--- src/rtl/mdu_ctrl.sv ---
// HI/LO multiply-divide unit: fixed 33-edge shift-add multiply and restoring divide.
// Define MDU_DIV_EN to build the divider; without it DIV/DIVU are ignored like reserved ops.
module mdu_ctrl (
    input  logic        iClk,
    input  logic        iRstN,
    input  logic        iStart,
    input  logic [2:0]  iOp,
    input  logic [31:0] iA,
    input  logic [31:0] iB,
    input  logic        iFlush,
    output logic [31:0] oHi,
    output logic [31:0] oLo,
    output logic        oBusy,
    output logic        oDone
);

    localparam logic [2:0] OP_MULT  = 3'd0;
    localparam logic [2:0] OP_MULTU = 3'd1;
    localparam logic [2:0] OP_DIV   = 3'd2;
    localparam logic [2:0] OP_DIVU  = 3'd3;
    localparam logic [2:0] OP_MTHI  = 3'd4;
    localparam logic [2:0] OP_MTLO  = 3'd5;

    typedef enum logic [1:0] {
        IDLE = 2'd0,
        MUL  = 2'd1,
        DIV  = 2'd2,
        FIX  = 2'd3
    } stateT;

    stateT       state;
    logic [5:0]  cnt;
    logic [31:0] opnd;      // multiplicand magnitude or divisor magnitude
    logic [63:0] acc;       // {partial product} or {remainder, quotient}
    logic        negLo;     // negate whole product, or the quotient
    logic [31:0] hiReg;
    logic [31:0] loReg;
    logic        busyReg;
    logic        doneReg;
`ifdef MDU_DIV_EN
    logic        isDiv;
    logic        negHi;
    logic        divZero;
`endif

    logic        signedOp;
    logic [31:0] magA;
    logic [31:0] magB;
    logic [32:0] mulSum;
    logic [63:0] mulNext;
    logic [63:0] mulRes;
    logic [31:0] fixHi;
    logic [31:0] fixLo;
`ifdef MDU_DIV_EN
    logic [32:0] divShift;
    logic        divGe;
    logic [31:0] divRem;
    logic [63:0] divNext;
`endif

    always_comb begin
        signedOp = ~iOp[0];
        magA     = (signedOp && iA[31]) ? (32'd0 - iA) : iA;
        magB     = (signedOp && iB[31]) ? (32'd0 - iB) : iB;

        // acc[31:0] starts as the multiplier and shifts out LSB-first
        mulSum   = {1'b0, acc[63:32]} + (acc[0] ? {1'b0, opnd} : 33'd0);
        mulNext  = {mulSum, acc[31:1]};
        mulRes   = negLo ? (64'd0 - acc) : acc;

        fixHi    = mulRes[63:32];
        fixLo    = mulRes[31:0];
`ifdef MDU_DIV_EN
        divShift = acc[63:31];
        divGe    = (divShift >= {1'b0, opnd});
        divRem   = divGe ? 32'(divShift - {1'b0, opnd}) : divShift[31:0];
        divNext  = {divRem, acc[30:0], divGe};

        if (isDiv) begin
            // remainder magnitude with dividend sign already reproduces iA when dividing by zero
            fixHi = negHi ? (32'd0 - acc[63:32]) : acc[63:32];
            fixLo = divZero ? 32'hFFFF_FFFF
                            : (negLo ? (32'd0 - acc[31:0]) : acc[31:0]);
        end
`endif
    end

    always_ff @(posedge iClk) begin
        if (!iRstN) begin
            state   <= IDLE;
            cnt     <= 6'd0;
            opnd    <= 32'd0;
            acc     <= 64'd0;
            negLo   <= 1'b0;
            hiReg   <= 32'd0;
            loReg   <= 32'd0;
            busyReg <= 1'b0;
            doneReg <= 1'b0;
`ifdef MDU_DIV_EN
            isDiv   <= 1'b0;
            negHi   <= 1'b0;
            divZero <= 1'b0;
`endif
        end else begin
            doneReg <= 1'b0;
            if (iFlush) begin
                state   <= IDLE;
                cnt     <= 6'd0;
                busyReg <= 1'b0;
            end else begin
                case (state)
                    IDLE: begin
                        if (iStart) begin
                            case (iOp)
                                OP_MULT, OP_MULTU: begin
                                    state   <= MUL;
                                    busyReg <= 1'b1;
                                    cnt     <= 6'd0;
                                    opnd    <= magA;
                                    acc     <= {32'd0, magB};
                                    negLo   <= signedOp & (iA[31] ^ iB[31]);
`ifdef MDU_DIV_EN
                                    isDiv   <= 1'b0;
`endif
                                end
`ifdef MDU_DIV_EN
                                OP_DIV, OP_DIVU: begin
                                    state   <= DIV;
                                    busyReg <= 1'b1;
                                    cnt     <= 6'd0;
                                    opnd    <= magB;
                                    acc     <= {32'd0, magA};
                                    negLo   <= signedOp & (iA[31] ^ iB[31]);
                                    negHi   <= signedOp & iA[31];
                                    divZero <= (iB == 32'd0);
                                    isDiv   <= 1'b1;
                                end
`endif
                                OP_MTHI: hiReg <= iA;
                                OP_MTLO: loReg <= iA;
                                default: ;
                            endcase
                        end
                    end
                    MUL: begin
                        acc <= mulNext;
                        cnt <= cnt + 6'd1;
                        if (cnt == 6'd31) begin
                            state <= FIX;
                        end
                    end
                    DIV: begin
`ifdef MDU_DIV_EN
                        acc <= divNext;
                        cnt <= cnt + 6'd1;
                        if (cnt == 6'd31) begin
                            state <= FIX;
                        end
`else
                        state   <= IDLE;
                        busyReg <= 1'b0;
`endif
                    end
                    FIX: begin
                        hiReg   <= fixHi;
                        loReg   <= fixLo;
                        doneReg <= 1'b1;
                        busyReg <= 1'b0;
                        cnt     <= 6'd0;
                        state   <= IDLE;
                    end
                    default: state <= IDLE;
                endcase
            end
        end
    end

    assign oHi   = hiReg;
    assign oLo   = loReg;
    assign oBusy = busyReg;
    assign oDone = doneReg;

endmodule
--- config.mk ---
export PLATFORM = sky130hd
export DESIGN_NAME = mdu_ctrl
export DESIGN_NICKNAME = d
export VERILOG_FILES = /design/src/rtl/mdu_ctrl.sv
export SDC_FILE = /design/constraint.sdc
export NUM_CORES = 1
export LEC_CHECK = 0
export CORE_MARGIN = 2
export CORE_UTILIZATION = 57
export DETAILED_ROUTE_END_ITERATION = 7
export PLACE_DENSITY = 0.9
export SKIP_CTS_REPAIR_TIMING = 1
export SYNTH_ARGS = -nofsm -noshare
export SYNTH_HDL_FRONTEND = slang
export SYNTH_SLANG_ARGS = --single-unit
export TNS_END_PERCENT = 10
--- constraint.sdc ---
create_clock -name iClk -period 4 [get_ports iClk]
set_clock_uncertainty 0.15 [all_clocks]
set_input_delay 0.4 -clock iClk [delete_from_list [all_inputs] [get_ports iClk]]
set_output_delay 0.4 -clock iClk [all_outputs]
set_load 0.01 [all_outputs]
==> flow_summary.json <==
{
  "core_um2": 20100,
  "slew_headroom_pct": 29.81,
  "vias": 12440,
  "yosysSeqAreaShare_pct": 29.48,
  "fin_cells": 1894,
  "hold_ws_ps": 297.9,
  "grt_max_degree": 67,
  "p_leak_nw": 5.470,
  "synth_nets": 1639,
  "drive_gt1_share_pct": 5.296,
  "first_global_vias": 11370,
  "wl_met1_mm": 15.44,
  "synthArstFlopShare_pct": 0,
  "clockBufferDepth": 2,
  "clock_latency_ps": 440,
  "max_freq_ghz": 0.2899,
  "hpwl_mm": 28.21,
  "fin_setup_tns_ps": 0,
  "p_switching_mw": 1.184,
  "gp_congestion": 0.9775,
  "drv_cap": 0,
  "grt.total_usage_pct": 35.40,
  "synth-edff-count": 0,
  "outcome": "finished clean",
  "ctsHtreeMaxLevel": 4,
  "hold_class": "flip-flop to flip-flop",
  "dp_cells": 1862,
  "cp.required_ps": 4140,
  "dr.pass1.iters": 6,
  "internal_power_mw": 2.899,
  "cts_tree": "done",
  "syn_area_per_cell_um2": 7.584,
  "wire_per_inst_um": 20.57,
  "placed_cell_area_um2": 13170,
  "clockPowerShare_pct": 41.4,
  "max_slew.worst_pin.slew_ps": 1050,
  "rows": 52,
  "p_sw_share_pct": 29.00,
  "die-area_um2": 21530,
  "pwr-share-comb_pct": 15.3,
  "p_seq_share_pct": 43.3,
  "area_growth_pct": 18.47,
  "wl_mm": 38.96,
  "fin_area_um2": 13760,
  "netlist_instances": 1531,
  "slew_viol_final": 0,
  "die_h_um": 146.7,
  "wl_met3_mm": 4.457,
  "synth_flop_cell": "dfxtp_1",
  "drt_drc_violations_left": 0,
  "drtIter0Drc": 1595,
  "die_x_um": 146.7,
  "grt.overflow.total": 0,
  "wl_met2_mm": 17.51,
  "synth_cell_types": 72,
  "initial_utilization_pct": 57.75,
  "worstSetupPathType": "flip-flop to flip-flop",
  "boundaryPins": 137,
  "clk_pin_slew_ps": 70,
  "finalCritPeriodShare_pct": 86.24,
  "power_density_nw_per_um2": 296.9,
  "cts.sinks": 171,
  "drt.antenna.violating_nets": 0,
  "hold_viol": 0,
  "final-setup-viol-count": 0,
  "vias_per_cell": 6.569,
  "finalCriticalPeriod_ps": 3449,
  "timing.critical_path.arrival_ps": 3590,
  "syn_area_um2": 11610,
  "antenna_cells": 0,
  "rsz0062_at_grt": "false",
  "grt_pass1_wl_mm": 60.84,
  "ys_ff_latch": 171,
  "portBuffers": 136,
  "antenna_found_initial": 0,
  "vdd_drop_max_v": 0.0003042,
  "yosys_warnings": 0,
  "critPathMaxFanout": 33,
  "startpoint_type": "flip-flop",
  "finalNetCount": 1719,
  "fin_util_pct": 68.42,
  "cts_made_buffers": 17,
  "routed.top_layer": "met4",
  "crit_path_end_kind": "flip-flop",
  "root_buffer": "clkbuf_16"
}
path summary, 6_finish.rpt:
check                              from  endpoint  slack, ps  cells after the start
worst max-delay path             acc[0]   acc[62]        550                     10
worst min register to register  oHi[20]   oHi[20]        300                      2
worst max register to register   acc[0]   acc[62]        550                     10
worst min-delay path            oHi[20]   oHi[20]        300                      2
state kept, by name, indices dropped and copies added (netlist names):
register  count
oHi          32
negLo         1
acc          64
cnt           6
oLo          32
oDone         1
opnd         32
state         2
oBusy         1
synth_stat cells (all sizes together) (13+ instances only):
master  instances  area share, %
xnor2          63            4.8
or3            20            1.1
nor4           21            1.2
inv            28           0.91
xor2           56            4.2
a211oi         27            1.7
o21ai         105            4.5
a21o           21            1.4
a21oi         118            5.1
nor3           36            1.6
and3           14           0.75
nand3          45            1.9
nor2b          43            2.3
clkbuf         91            2.9
dfxtp         171             29
o221ai         13           0.98
nand2         171            5.5
and2           51            2.7
o211a          21            1.8
o211ai         32            2.1
ha             36            3.9
a31oi          16           0.86
nand4          21            1.1
a22oi          16            1.0
o31ai          40            2.6
or4            15            1.0
nor2          118            3.8
area by class of cell:
type,instances,area [um^2]
Multi-Input combinational cell,1229,7706
Fill cell,1613,6349
Sequential cell,171,3425
Timing Repair Buffer,164,1592
Clock buffer,17,425.4
Tap cell,270,337.8
Clock inverter,15,165.2
Inverter,28,105.1
placed cells by master, fill, tap and decap left out, drive strengths merged, types with 5 or more instances in the layout:
| master | count |
|---|---|
| o41ai | 12 |
| a21o | 21 |
| clkdlybuf4s50 | 135 |
| a22o | 6 |
| and3 | 14 |
| o211a | 21 |
| a31o | 5 |
| a31oi | 16 |
| or3 | 20 |
| dfxtp | 171 |
| o31ai | 40 |
| clkbuf | 17 |
| nor2b | 43 |
| nand2b | 7 |
| o21bai | 5 |
| xnor2 | 63 |
| or2 | 8 |
| xor2 | 56 |
| ha | 36 |
| nor2 | 118 |
| buf | 29 |
| a211oi | 27 |
| nand2 | 171 |
| mux2i | 8 |
| or4 | 15 |
| o221ai | 13 |
| nor4 | 21 |
| o21a | 12 |
| inv | 33 |
| nand4 | 21 |
| a22oi | 16 |
| o21ai | 105 |
| a21boi | 6 |
| nand3 | 45 |
| and2 | 51 |
| nor3 | 36 |
| a21oi | 118 |
| o211ai | 32 |
worst max-delay path: stages (launching register included):
cell       delay, ps
dfxtp_1          320
buf_4            240
and2_1           200
ha_1             420
nand2_1          160
nor3_1           190
o2111ai_1        190
a311oi_1         730
o21ai_0          320
mux2i_1          200
o311ai_0         170
logic make-up (layout without fill, tap and decap cells):
family,count (synthesis),after routing,synth area share (%)
XOR/XNOR,119,119,8.976
AND/OR/NAND/NOR,582,582,25.01
adder cells (fa/ha/maj),37,37,4.052
buffers and inverters,131,224,4.364
flip-flops,171,171,29.48
AO/OA/AOI/OAI,483,483,27.42
multiplexers,8,8,0.6897
metal layers:
layer	track usage [%]	vias up
met5	0	-
met2	56.46	775
li1	-	5744
met1	46.20	5793
met3	7.919	129
met4	15.39	0
through the flow:
stage / total power [mW] / worst slack, ps
finish: 4.084 / 550.6
detailed placement: 2.405 / 607.2
global placement: 2.390 / 686.8
CTS: 4.061 / 603.2
global route: 4.206 / 278.5
floorplan: 2.147 / 903.4
power by group through the flow:
stage	Clock, mW	Combinational, mW	Sequential (mW)
detailed placement	0	0.601	1.80
finish	1.69	0.624	1.77
global route	1.78	0.662	1.77
global placement	0	0.588	1.80
floorplan	0	0.352	1.79
CTS	1.69	0.604	1.76
Note: power is estimated with default switching activity, not from simulation.
